--- config.mk ---
export PLATFORM = sky130hd
export DESIGN_NAME = ahb_lite_sram_slave
export DESIGN_NICKNAME = d
export VERILOG_FILES = /design/src/rtl/ahb_lite_pkg.sv /design/src/rtl/ahb_sram_bytes.sv /design/src/rtl/ahb_lite_sram_slave.sv
export SDC_FILE = /design/constraint.sdc
export NUM_CORES = 2
export LEC_CHECK = 0
export CORE_UTILIZATION = 55
export CTS_CLUSTER_DIAMETER = 80
export CTS_CLUSTER_SIZE = 24
export DETAILED_ROUTE_END_ITERATION = 16
export HOLD_SLACK_MARGIN = 0.15
export PLACE_DENSITY = 0.71
export SLEW_MARGIN = 30
export SYNTH_ARGS = -nofsm -noshare
export SYNTH_HDL_FRONTEND = slang
export SYNTH_SLANG_ARGS = --single-unit
export TNS_END_PERCENT = 50
--- constraint.sdc ---
create_clock -name HCLK -period 3.2 [get_ports HCLK]
set_input_delay 0.64 -clock HCLK [delete_from_list [all_inputs] [get_ports HCLK]]
set_output_delay 0.64 -clock HCLK [all_outputs]
set_load 0.05 [all_outputs]
--- src/rtl/ahb_lite_pkg.sv ---
// Shared AHB-Lite encodings and slave FSM states for the SRAM slave.
// Also holds the size/alignment helpers used at address-phase decode.
package ahb_lite_pkg;

  typedef enum logic [1:0] {
    IDLE   = 2'd0,
    BUSY   = 2'd1,
    NONSEQ = 2'd2,
    SEQ    = 2'd3
  } htrans_e;

  typedef enum logic [2:0] {
    BYTE = 3'd0,
    HALF = 3'd1,
    WORD = 3'd2
  } hsize_e;

  localparam logic HRESP_OKAY  = 1'b0;
  localparam logic HRESP_ERROR = 1'b1;

  typedef enum logic [1:0] {
    ST_IDLE,
    ST_DATA,
    ST_ERR1,
    ST_ERR2
  } slave_state_e;

  // Illegal size or an access not naturally aligned to its size.
  function automatic logic size_err(input logic [2:0] size, input logic [1:0] lsb);
    return (size > WORD) || ((size == HALF) && lsb[0]) || ((size == WORD) && (lsb != 2'b00));
  endfunction

  function automatic logic [3:0] lane_enable(input logic [2:0] size, input logic [1:0] lsb);
    logic [3:0] be;
    be = 4'b0000;
    case (size)
      BYTE:    be = 4'b0001 << lsb;
      HALF:    be = lsb[1] ? 4'b1100 : 4'b0011;
      WORD:    be = 4'b1111;
      default: be = 4'b0000;
    endcase
    return be;
  endfunction

endpackage

--- src/rtl/ahb_sram_bytes.sv ---
// Byte-lane storage: four lane arrays with per-lane write enables and a
// word-wide combinational read port. Every byte clears on reset.
module ahb_sram_bytes #(
  parameter int ADDR_W = 8
) (
  input  logic              clk,
  input  logic              rst_n,
  input  logic [3:0]        we,
  input  logic [ADDR_W-3:0] waddr,
  input  logic [31:0]       wdata,
  input  logic [ADDR_W-3:0] raddr,
  output logic [31:0]       rdata
);

  localparam int WORDS = 2 ** (ADDR_W - 2);

  genvar gi;
  generate
    for (gi = 0; gi < 4; gi++) begin : g_lane
      logic [7:0] lane_reg [WORDS];

      always_ff @(posedge clk) begin
        if (!rst_n) begin
          for (int i = 0; i < WORDS; i++) begin
            lane_reg[i] <= 8'h00;
          end
        end else if (we[gi]) begin
          lane_reg[waddr] <= wdata[8*gi +: 8];
        end
      end

      assign rdata[8*gi +: 8] = lane_reg[raddr];
    end
  endgenerate

endmodule

--- src/rtl/ahb_lite_sram_slave.sv ---
// AHB-Lite SRAM slave: little-endian byte-addressed array with programmable
// wait states on OKAY data phases and a two-cycle ERROR response.
module ahb_lite_sram_slave
  import ahb_lite_pkg::*;
#(
  parameter int ADDR_W      = 8,
  parameter int DATA_W      = 32,
  parameter int WAIT_STATES = 0
) (
  input  logic              HCLK,
  input  logic              HRESET,
  input  logic              HSEL,
  input  logic [ADDR_W-1:0] HADDR,
  input  logic [1:0]        HTRANS,
  input  logic              HWRITE,
  input  logic [2:0]        HSIZE,
  input  logic [2:0]        HBURST,
  input  logic [3:0]        HPROT,
  input  logic [DATA_W-1:0] HWDATA,
  input  logic              HREADY,
  output logic              HREADYOUT,
  output logic              HRESP,
  output logic [DATA_W-1:0] HRDATA
);

  localparam logic [3:0] WAIT_INIT = 4'(WAIT_STATES);

  slave_state_e      state_reg, state_next;
  logic [3:0]        cnt_reg, cnt_next;
  logic [ADDR_W-1:0] addr_reg, addr_next;
  logic              write_reg, write_next;
  logic [2:0]        size_reg, size_next;

  logic        accept;
  logic        req_err;
  logic        data_done;
  logic        can_accept;
  logic [3:0]  we;
  logic [31:0] rdata;
  logic        unused_bits;

  // Bursts are decoded beat by beat, so burst type, protection and SEQ-vs-NONSEQ carry no meaning here.
  assign unused_bits = ^{HBURST, HPROT, HTRANS[0]};

  assign accept     = HSEL & HREADY & HTRANS[1];
  assign req_err    = size_err(HSIZE, HADDR[1:0]);
  assign data_done  = (state_reg == ST_DATA) && (cnt_reg == 4'd0);
  assign can_accept = (state_reg == ST_IDLE) || (state_reg == ST_ERR2) || data_done;

  always_comb begin
    state_next = state_reg;
    cnt_next   = cnt_reg;
    addr_next  = addr_reg;
    write_next = write_reg;
    size_next  = size_reg;
    case (state_reg)
      ST_DATA: if (cnt_reg != 4'd0) cnt_next = cnt_reg - 4'd1;
      ST_ERR1: state_next = ST_ERR2;
      default: ;
    endcase
    if (can_accept) begin
      state_next = ST_IDLE;
      if (accept) begin
        addr_next  = HADDR;
        write_next = HWRITE;
        size_next  = HSIZE;
        if (req_err) begin
          state_next = ST_ERR1;
        end else begin
          state_next = ST_DATA;
          cnt_next   = WAIT_INIT;
        end
      end
    end
  end

  always_ff @(posedge HCLK) begin
    if (!HRESET) begin
      state_reg <= ST_IDLE;
      cnt_reg   <= 4'd0;
      addr_reg  <= '0;
      write_reg <= 1'b0;
      size_reg  <= 3'd0;
    end else begin
      state_reg <= state_next;
      cnt_reg   <= cnt_next;
      addr_reg  <= addr_next;
      write_reg <= write_next;
      size_reg  <= size_next;
    end
  end

  always_comb begin
    HREADYOUT = 1'b1;
    HRESP     = HRESP_OKAY;
    case (state_reg)
      ST_DATA: HREADYOUT = (cnt_reg == 4'd0);
      ST_ERR1: begin
        HREADYOUT = 1'b0;
        HRESP     = HRESP_ERROR;
      end
      ST_ERR2: HRESP = HRESP_ERROR;
      default: ;
    endcase
  end

  // Errored accesses never reach DATA, so size_reg is always legal here.
  assign we     = (data_done && write_reg) ? lane_enable(size_reg, addr_reg[1:0]) : 4'b0000;
  assign HRDATA = (data_done && !write_reg) ? rdata : '0;

  ahb_sram_bytes #(
    .ADDR_W(ADDR_W)
  ) u_bytes (
    .clk  (HCLK),
    .rst_n(HRESET),
    .we   (we),
    .waddr(addr_reg[ADDR_W-1:2]),
    .wdata(HWDATA),
    .raddr(addr_reg[ADDR_W-1:2]),
    .rdata(rdata)
  );

endmodule

==> results.ini <==
[status]
outcome = finished, violations left
violations = setup timing

[floorplanning]
die_area_mm2 = 0.178
fp.dieW_um = 421
start_util = 0.555
ios = 91
row_count = 153
die_h_um = 421
core-area_mm2 = 0.174

[placement]
numPortBuffers = 82
dp_hpwl_um = 180000
gp_congestion = 0.902
pre_cts_ws_ns = -0.564
place_inst = 8708
place_area_mm2 = 0.103

[clock_tree]
cts_tree = built
insertion_delay_ns = 0.77
hold_buffers = 0
cts_htree_levels = 3
clk_pin_slew_ns = 0.09
cts_root_buffer = clkbuf_16
clockBufferDepth = 3
clock-sinks = 2072
cts_made_buffers = 105

[timing]
hold_violations = 0
timing.hold.ws_ns = 0.265
setup_viol = 32
grt_setup_unrepaired = true
slew_violations = 0
post-route-min-period_ns = 4.19
clock_skew_ns = 0.0446
max_slew_margin = 0.350
worstMarginPinSlew_ns = 0.975
fmax_ghz = 0.239
fin_crit_sh = 1.31
setup_tns_ns = -28.82
setup_ws_ns = -0.988

[pwr]
powerDensity_mw_per_mm2 = 458
intPower_mw = 38.5
finalPower_mw = 49.9
p_seq_frac = 0.617
power_frac_comb = 0.075
p_switching_mw = 11.4
clock_power_share = 0.308
leakagePower_nw = 45.3
swShare = 0.229
ir_drop_mv = 0.507

[final_layout]
layout_common_cells = and3_1 (2048), edfxtp_1 (2048), mux4_2 (587), nand2_1 (541), buf_4 (500)
num-nets-final = 6665
fin_area_mm2 = 0.109
drive_gt1_frac = 0.259
synthToLayoutAreaGrowth_pct = 12.8
largest_reg_flops = 2048
finish.utilization = 0.626
layout.cells.non_filler = 8983

[global_route]
antenna_found_initial = 13
grtUsageTotal = 0.307
grt_pass1_wl_um = 402000
grt_max_degree = 108
gr-total-overflow = 0
grt_pass1_vias = 58500

[synthesis]
syn-instance-count = 6578
synthesis.nets = 6639
yosys-top-cells-area = edfxtp_1 (64%), mux4_2 (14%), and3_1 (13%)
synthArstFlopShare = 0
synth_seq_area_share = 0.641
synth.cell_area_mm2 = 0.0967
synth_edf_count = 2048
yosysTopAreaCell = edfxtp_1
synth_top_cell_area_share = 0.636
synth-main-ff-cell = edfxtp_1
synth_warnings = 0
synth.avg_cell_area_um2 = 14.7
synth_cell_types = 58
synth_seq_cells = 2072

[worst_setup_path]
path_cells = buf_12 -> clkbuf_16 -> buf_4 -> mux4_2 -> mux4_2 -> a22oi_2 -> o21ai_2 -> buf_4 -> buf_12
cp.required_ns = 2.56
critPathLaunchType = flop
critPathMaxStageDelay_ns = 0.57
crit_arrival_ns = 3.55
cp_num_buf_inv = 5
end_kind = output port
cp_slowest_cell = mux4_2
cp_top_family = multiplexers
critPathMaxFanout = 6
crit_type = flop to output port

[route]
wl_per_cell_um = 31.1
drc = 0
wirelength_um = 279000
drtIter0Drc = 10200
first_pass_iters = 6
ant_nets = 0
post_drt_via_cell_ratio = 6.80
vias = 61100

[run]
drv_cap = 0

[min_path]
min_path_type = input pin to flop

==> layer usage <==
metal | part of all wire | vias to the layer above | track usage
li1 | - | 25400 | -
met3 | 0.11 | 471 | 0.0489
met4 | 0.037 | 8 | 0.117
met2 | 0.49 | 3881 | 0.495
met1 | 0.37 | 31300 | 0.424
met5 | 0.00016 | - | 0
==> logic make-up after synthesis <==
kind of cell             Yosys count  share of synthesized area
flip-flops                      2072                      0.641
buffers and inverters            886                     0.0382
AO/OA/AOI/OAI                    144                     0.0105
multiplexers                     689                      0.147
XOR/XNOR                           3                   0.000272
adder cells (fa/ha/maj)            4                   0.000517
AND/OR/NAND/NOR                 2780                      0.163
==> repair_timing <==
item,CTS,global route
pin swaps,20,20
gates resized for setup,165,115
setup buffers,27,74
endpoints found under the hold margin,0,0
endpoints found under the setup margin,32,239
cloned,7,11
==> worst register-to-register path, stage by stage, from the launching register on <==
cell       delay, ns
dfxtp_1         0.35
inv_1           0.07
ha_1            0.22
nand4bb_1       0.22
buf_4           0.21
a2111oi_2       0.32
buf_4           0.20
o21a_4          0.40
buf_12          0.32
nand2_1         0.08
nand2_1         0.33
==> final timing paths <==
check	start	end	slack [ns]	cells past startpoint
worst max-delay path	flop	HRDATA[7]	-0.99	9
worst max register to register	state_reg[1]$_SDFFE_PN0P_	u_bytes.g_lane[3].lane_reg[1][2]$_SDFFCE_PN0P_	0.15	10
worst min register to register	size_reg[2]$_SDFFE_PN0N_	size_reg[2]$_SDFFE_PN0N_	0.49	2
worst min-delay path	HWDATA[16]	u_bytes.g_lane[2].lane_reg[17][0]$_SDFFCE_PN0P_	0.27	2
==> Yosys cell counts, types with 8 or more instances <==
master,n
mux2i_1,91
a21oi_1,14
o21ai_0,14
dfxtp_1,24
mux4_2,587
buf_2,113
edfxtp_1,2048
mux2_2,11
nor2_1,97
clkbuf_2,13
a22oi_1,22
clkbuf_1,656
inv_1,9
nor2b_1,11
o22ai_1,18
buf_4,38
nor3_1,17
and3_1,2048
nand2_1,568
buf_1,48
a211oi_1,8
buf_6,9
a21boi_0,14
==> power groups by stage <==
stage                     clock network, mW  registers (mW)  logic [mW]
after floorplan                           0            31.3        1.95
after global placement                    0            31.4        3.34
after detailed placement                  0            31.4        3.39
after CTS                              15.3            30.8        3.54
after global routing                   16.2            30.9        3.85
final                                  15.4            30.8        3.73
==> layout make-up <==
cell class                 instances  area, um2
timing repair buffer             796       8870
clock inverter                    38        378
antenna                            4       10.0
tap                             2325       2910
sequential                      2072      62000
inverter                           9       37.5
clock buffer                     119       2790
fill                           12400      65100
multi-input combinational       3620      32100
Note: power is estimated with default switching activity, not from simulation.
